$ cat src/rtl/cache_pkg.sv
// Shared constants, address field ranges and FSM state type for the cache refill controller.
package cache_pkg;
  localparam int ADDR_W     = 15;
  localparam int WORD_W     = 32;
  localparam int LINE_WORDS = 4;
  localparam int CNT_W      = 16;
  localparam int LINE_W     = LINE_WORDS * WORD_W;
  localparam int OFF_W      = 2;

  localparam int TAG_HI    = 14;
  localparam int TAG_LO    = 12;
  localparam int INDEX_HI  = 11;
  localparam int INDEX_LO  = 2;
  localparam int OFFSET_HI = 1;
  localparam int OFFSET_LO = 0;

  typedef enum logic [2:0] {IDLE, LOOKUP, FILL, WRITE, RESPOND} state_t;

  // Counters stick at all-ones instead of wrapping.
  function automatic logic [CNT_W-1:0] sat_inc(input logic [CNT_W-1:0] v);
    return (&v) ? v : v + 1'b1;
  endfunction
endpackage

$ cat src/rtl/cache_line_buffer.sv
// Refill line buffer: one register per word, written beat by beat, cleared at refill start.
module cache_line_buffer
  import cache_pkg::*;
(
  input  logic              clk,
  input  logic              rst,
  input  logic              clear,
  input  logic              write,
  input  logic [OFF_W-1:0]  index,
  input  logic [WORD_W-1:0] data,
  input  logic [OFF_W-1:0]  select,
  output logic [LINE_W-1:0] line,
  output logic [WORD_W-1:0] word
);
  genvar gi;
  generate
    for (gi = 0; gi < LINE_WORDS; gi++) begin : g_word
      logic [WORD_W-1:0] word_reg;

      always_ff @(posedge clk or posedge rst) begin
        if (rst) begin
          word_reg <= '0;
        end else if (clear) begin
          word_reg <= '0;
        end else if (write && (index == OFF_W'(gi))) begin
          word_reg <= data;
        end
      end

      assign line[gi*WORD_W +: WORD_W] = word_reg;
    end
  endgenerate

  assign word = line[select*WORD_W +: WORD_W];
endmodule

$ cat src/rtl/cache_refill_controller.sv
// Direct-mapped cache read controller: lookup, 4-beat in-order refill, single-cycle line write, respond.
module cache_refill_controller
  import cache_pkg::*;
(
  input  logic              clk,
  input  logic              rst,
  input  logic              cpu_read,
  input  logic [ADDR_W-1:0] cpu_address,
  output logic              cpu_ready,
  output logic [WORD_W-1:0] cpu_data,
  output logic              stall,
  output logic [ADDR_W-1:0] cache_address,
  output logic              cache_read_enable,
  input  logic              cache_hit,
  input  logic [WORD_W-1:0] cache_data,
  output logic              cache_write_enable,
  output logic [LINE_W-1:0] cache_line,
  output logic              mem_read,
  output logic [ADDR_W-1:0] mem_address,
  input  logic              mem_valid,
  input  logic [WORD_W-1:0] mem_data,
  output logic [CNT_W-1:0]  hit_count,
  output logic [CNT_W-1:0]  miss_count
);
  state_t            state_reg, state_next;
  logic [ADDR_W-1:0] addr_reg;
  logic [OFF_W-1:0]  idx_reg;
  logic              buf_clear, buf_write;
  logic [WORD_W-1:0] buf_word;

  cache_line_buffer u_line_buffer (
    .clk    (clk),
    .rst    (rst),
    .clear  (buf_clear),
    .write  (buf_write),
    .index  (idx_reg),
    .data   (mem_data),
    .select (addr_reg[OFFSET_HI:OFFSET_LO]),
    .line   (cache_line),
    .word   (buf_word)
  );

  always_comb begin
    state_next         = state_reg;
    cache_address      = '0;
    cache_read_enable  = 1'b0;
    cache_write_enable = 1'b0;
    mem_read           = 1'b0;
    mem_address        = '0;
    cpu_ready          = 1'b0;
    buf_clear          = 1'b0;
    buf_write          = 1'b0;
    case (state_reg)
      IDLE: begin
        cache_address = cpu_address;
        if (cpu_read) state_next = LOOKUP;
      end
      LOOKUP: begin
        cache_address     = addr_reg;
        cache_read_enable = 1'b1;
        if (cache_hit) begin
          state_next = RESPOND;
        end else begin
          buf_clear  = 1'b1;
          state_next = FILL;
        end
      end
      FILL: begin
        mem_read    = 1'b1;
        mem_address = {addr_reg[ADDR_W-1:INDEX_LO], idx_reg};
        if (mem_valid) begin
          buf_write = 1'b1;
          if (idx_reg == OFF_W'(LINE_WORDS - 1)) state_next = WRITE;
        end
      end
      WRITE: begin
        cache_write_enable = 1'b1;
        cache_address      = addr_reg;
        state_next         = RESPOND;
      end
      RESPOND: begin
        cpu_ready  = 1'b1;
        state_next = IDLE;
      end
      default: state_next = IDLE;
    endcase
    // IDLE passes cpu_address straight through; hold it at zero while reset is active.
    if (rst) cache_address = '0;
  end

  assign stall = (state_reg != IDLE);

  always_ff @(posedge clk or posedge rst) begin
    if (rst) begin
      state_reg  <= IDLE;
      addr_reg   <= '0;
      idx_reg    <= '0;
      cpu_data   <= '0;
      hit_count  <= '0;
      miss_count <= '0;
    end else begin
      state_reg <= state_next;
      case (state_reg)
        IDLE: if (cpu_read) addr_reg <= cpu_address;
        LOOKUP: begin
          if (cache_hit) begin
            cpu_data  <= cache_data;
            hit_count <= sat_inc(hit_count);
          end else begin
            miss_count <= sat_inc(miss_count);
            idx_reg    <= '0;
          end
        end
        FILL: if (mem_valid) idx_reg <= idx_reg + 1'b1;
        // The requested word comes from the freshly assembled buffer, not a cache re-read.
        WRITE: cpu_data <= buf_word;
        default: ;
      endcase
    end
  end
endmodule

$ cat config.mk
export PLATFORM = sky130hd
export DESIGN_NAME = cache_refill_controller
export DESIGN_NICKNAME = d
export VERILOG_FILES = /design/src/rtl/cache_pkg.sv /design/src/rtl/cache_line_buffer.sv /design/src/rtl/cache_refill_controller.sv
export SDC_FILE = /design/constraint.sdc
export NUM_CORES = 1
export LEC_CHECK = 0
export CORE_UTILIZATION = 48
export CTS_CLUSTER_SIZE = 20
export DETAILED_ROUTE_END_ITERATION = 8
export GPL_TIMING_DRIVEN = 0
export HOLD_SLACK_MARGIN = 0.03
export PLACE_DENSITY = 0.86
export SYNTH_ARGS = -nofsm -noshare
export SYNTH_HDL_FRONTEND = slang
export SYNTH_SLANG_ARGS = --single-unit
$ cat constraint.sdc
create_clock -name clk -period 11.2 [get_ports clk]
set_input_delay 3.36 -clock clk [delete_from_list [all_inputs] [get_ports clk]]
set_output_delay 3.36 -clock clk [all_outputs]
set_load 0.05 [all_outputs]
; ---- Yosys cells after proc, flatten, opt, wreduce, memory -nomap -nowiden
; Cells that the tools add are included.
[classes]
add_sub_neg = 3
multipliers = 0
div = 0
order_cmp = 0
eq_ne = 12
shifts = 1
n_mux = 29
bitwise_logic = 3
n_reduce_logical = 22
[op_table]
columns = cell, n
row1 = 32-bit two-way mux, 9
row2 = 128-bit by 8-bit variable part select with 32-bit output, 1
row3 = 32-bit case mux with 2 select lines, 1
row4 = "16-bit by 1-bit adder with 16-bit output, second input constant", 2
row5 = 16-bit AND reduction, 2
row6 = 15-bit two-way mux, 2
row7 = 15-bit case mux with 2 select lines, 1
row8 = 3-bit two-way mux, 4
row9 = 3-bit case mux with 4 select lines, 1
row10 = 3-bit AND reduction, 4
row11 = 2-bit nonzero test, 6
row12 = "2-bit inequality test, second input constant", 5
row13 = 1-bit two-way mux, 8
row14 = "3-bit by 2-bit equality test with 1-bit output, second input constant", 2
row15 = "2-bit equality test, second input constant", 2
row16 = 1-bit logical AND, 4
row17 = 2-bit two-way mux, 2
row18 = 2-bit case mux with 2 select lines, 1
row19 = 2-bit AND reduction, 2
row20 = "3-bit by 1-bit equality test with 1-bit output, second input constant", 1
row21 = "3-bit equality test, second input constant", 1
row22 = 3-bit zero test, 1
row23 = 1-bit NOT, 3
row24 = 3-bit nonzero test, 1
row25 = 4 further kinds, 4
[totals]
reg_bits = 212
latch_bits = 0
mem_bits_rw = 0
romBits = 0
input_bits = 84
out_inout_bits = 227
wordCells = 80
mem_count = 0

; ---- Depth between registers and ports, before layout
[logic_depth]
word_depth = 5
ltp_mapped = 7
ltp_nobuf = 5

; ---- Hierarchy
; Synthesis repeated with hierarchy kept, for this count alone.
[unflattened]
hier_cells = 939
area_unflattened_um2 = 10623.9
[by_module_without_submodules]
columns = mod, instances, cells_per_inst, area_per_inst_um2, seq_area_each_um2
row1 = cache_line_buffer, 1, 495, 6466.2, 3203.1
row2 = cache_refill_controller, 1, 444, 4157.7, 2102.0

; ---- Worst setup path before layout
; Ideal clock, no wire load.
[synth_timing]
path_kind = input -> output
startpoint = in rst
endpoint = out cache_address[10]
arrival_ps = 4386
required_ps = 7840
setup_slack_ps = 3454
stages = 3
path_buffers = 2
path_cell_list = clkbuf_1 > clkbuf_1 > nor2_1
[synth_via]
elab_chain_cells = 1
[synth_lines]
columns = element, line
row1 = start: declaration, cache_refill_controller.sv:6  ; input logic rst,
row2 = 15-bit two-way mux, cache_refill_controller.sv:88  ; if (rst) cache_address = '0;
row3 = end: declaration, cache_refill_controller.sv:12  ; output logic [ADDR_W-1:0] cache_address,
; No other way between the ends.

; ---- Worst setup path in the final report
; Ends and elaborated chain as after synthesis.

==> flow_metrics.tcl <==
set metrics [dict create \
    grtUsageTotal 0.3216 \
    synth.area.top_cells "dfrtp_1, nand2_1, mux4_2, a21oi_1, nor2_1" \
    r2r-end "u_line_buffer.g_word[2].word_reg[3]$_DFFE_PP0P_" \
    area_growth_pct 41.38 \
    crit_chain "clkbuf_1, clkbuf_1, nor2_1, clkdlybuf4s50_1" \
    total_power_mw 4.187 \
    fin_util 0.6913 \
    final_nets 1540 \
    ff2ff_setup_slack_ns 8.20 \
    drt_wl_total_um 35690 \
    cts_buffers 23 \
    whs_path_depth 1 \
    drcViolationCount 0 \
    portBuffers 309 \
    clock_power_share 0.178 \
    yosys-top-cells-count "nand2_1, dfrtp_1, a21oi_1" \
    yosysSeqAreaShare 0.5178 \
    synth.most_common_cell "nand2_1" \
    first_pass_iters 8 \
    tightest_slew_ns 1.207 \
    syn_nets 1204 \
    clk_path_buf_depth 3 \
    grt_setup_unrepaired "false" \
    synth_top_family_by_area "simple AND/OR/NAND/NOR gates" \
    post_drt_wl_per_cell_um 20.50 \
    place_congestion 0.9406 \
    p_comb_frac 0.533 \
    period_share 0.7496 \
    p_seq_frac 0.290 \
    ys_warn_count 0 \
    cts_root_buf "clkbuf_16" \
    register_area_mm2 0.005305 \
    r2r-start "state_reg[0]$_DFFE_PP0P_" \
    avgSynthCellArea_um2 9.198 \
    arrival_ns 5.04 \
    synth_fa_ha_area_frac 0.007327 \
    synthMuxAreaShare 0.09098 \
    initial_utilization 0.4890 \
    synth-simple-area-share 0.1965 \
    largest_reg_flops 128 \
    p_switching_mw 1.993 \
    cp_max_fo 10 \
    core_mm2 0.02096 \
    hold_start "hit_count[15]$_DFFE_PP0P_" \
    start_kind "primary input" \
    async_reset_ff_frac 1.000 \
    slew_headroom 0.1839 \
    clk_latency_ns 0.52 \
    p_int_mw 2.195 \
    drt_iter0_markers 919 \
    io_pins 311 \
    synth-xor-area-share 0.02222 \
    synth_compound_area_frac 0.1174 \
    ys_ff_latch 212 \
    synth_cell_type_count 39 \
    grt_first_pass_wirelength_um 54390 \
    ir_drop_mv 0.1765 \
    min_path_type "flop to flop" \
    clk_pin_slew_ns 0.06 \
    power.density_mw_per_mm2 289.1 \
    cts_hold_buf 0 \
    fillCellCount 1632 \
    syn-instance-count 1114 \
    maxCapViolations 0 \
    final_hold_viol_count 0 \
    antenna_found_initial 1 \
    synth_ff_type "dfrtp_1" \
    clkSinkCount 212 \
    fin_cells 1741 \
    drv_slew 0 \
    drive_above_1_share 0.06416 \
    routed_via_density 5.758 \
    postCtsSetupBuffers 0 \
    path_class "primary input to output pin" \
    grt_max_degree 75 \
    die_w_um 148.1 \
    finalSetupViolations 0 \
    finalSetupTns_ns 0 \
    ctsResizeCount 0 \
    multi_input_area_mm2 0.004451 \
    grt_pass1_vias 9772 \
    period_minus_slack_ns 8.395 \
    end_kind "output pin" \
    synth_top_cell_area_share 0.5178 \
    finClkSkew_ns 0.01060 \
    hold-path-endpoint "hit_count[15]$_DFFE_PP0P_" \
    die_area_mm2 0.02193 \
    crit_top_cell "clkbuf_1" \
    synth_top_area_cell "dfrtp_1" \
    dpl.hpwl_um 25900 \
    dp.cells 1700 \
    syn_area_mm2 0.01025 \
    die_h_um 148.1 \
    rows 53 \
    outcome "completed" \
    power_switching_share 0.4759 \
    critPathSlowestCell "clkdlybuf4s50_1" \
    htreeDepth 1 \
    cts_tree "done" \
    p_leak_nw 6.097 \
    synth_edf_count 0 \
    ant_nets 0 \
    grt_overflow_total 0 \
    vias 10024 \
    ff2ff_path_depth 5 \
    slowest_delay_ns 0.73 \
    fmax_ghz 0.1191 \
    critPathRequiredTime_ns 7.84 \
]
## power groups by stage
stage                     sequential [mW]  clock [mW]  combinational, mW
after CTS                            1.21       0.749               2.23
after global routing                 1.24       0.780               2.34
after floorplan                      1.85           0              0.793
final                                1.21       0.744               2.23
after detailed placement             1.22           0               2.22
after global placement               1.20           0               2.17
## critical path, delay by kind of cell
| family | cells | cell delay (ns) |
|---|---|---|
| and+or+nand+nor | 1 | 0.16 |
| buffers and inverters | 3 | 1.51 |
## metrics by stage
stage	cell area, um^2	hold slack, ns	setup WS (ns)
after floorplan	10250	0.4958	1.683
after global placement	13680	0.4756	-0.7719
after detailed placement	13750	0.4964	2.803
after CTS	14480	0.5054	2.795
after global routing	14490	0.5324	2.720
final	14490	0.5028	2.805
## metal layers
layer | routed length [um] | track usage | vias up
met1 | 13550 | 0.4142 | 4891
met4 | 1407 | 0.1258 | 0
met5 | 0 | 0 | -
met3 | 3345 | 0.06104 | 104
met2 | 17390 | 0.5378 | 584
li1 | - | - | 4445
## how the worst max path moves through the flow
stage / slack (ns) / to / from / depth (start not counted)
final: 2.80 / cache_address[10] / rst / 4
after global routing: 2.72 / cache_address[10] / rst / 4
after CTS: 2.80 / cache_address[10] / rst / 4
after detailed placement: 2.80 / cache_address[10] / rst / 4
after global placement: -0.77 / u_line_buffer.g_word[2].word_reg[16]$_DFFE_PP0P_ / rst / 3
after floorplan: 1.68 / addr_reg[0]$_DFFE_PP0P_ / rst / 3
## logic make-up after synthesis
| group | after synthesis |
|---|---|
| xor gates and xnor gates | 26 |
| and+or+nand+nor | 477 |
| DFF | 212 |
| buffers and inverters | 127 |
| AOI/OAI and AO/OA | 215 |
| muxes | 51 |
| adders and majority gates | 6 |
## final cells by class
class,instances,share of cell area
well taps,275,0.02375
multi-input cells,775,0.3072
plain buffers,87,0.02349
repair buffers,311,0.2173
clock inverters,3,0.002073
inverters,40,0.01088
flip-flops and latches,212,0.3662
clock buffers,37,0.04889
diodes,1,0.0001727
## cells in the final DEF, fill, tap and decap left out, drive strengths merged, types with 3 or more instances in the layout
cell,instances
xor2,18
clkbuf,112
mux4,32
a31oi,33
dfrtp,212
a21oi,129
nor4,3
inv,41
and4,5
nand3,18
nand2,269
clkdlybuf4s50,309
xnor2,8
mux2,17
nor2,118
a22oi,15
and2,15
nand4,8
nor3b,5
o21ai,4
o22ai,32
buf,14
nor3,18
ha,6
and3,7
(Power assumes the default switching activity.)
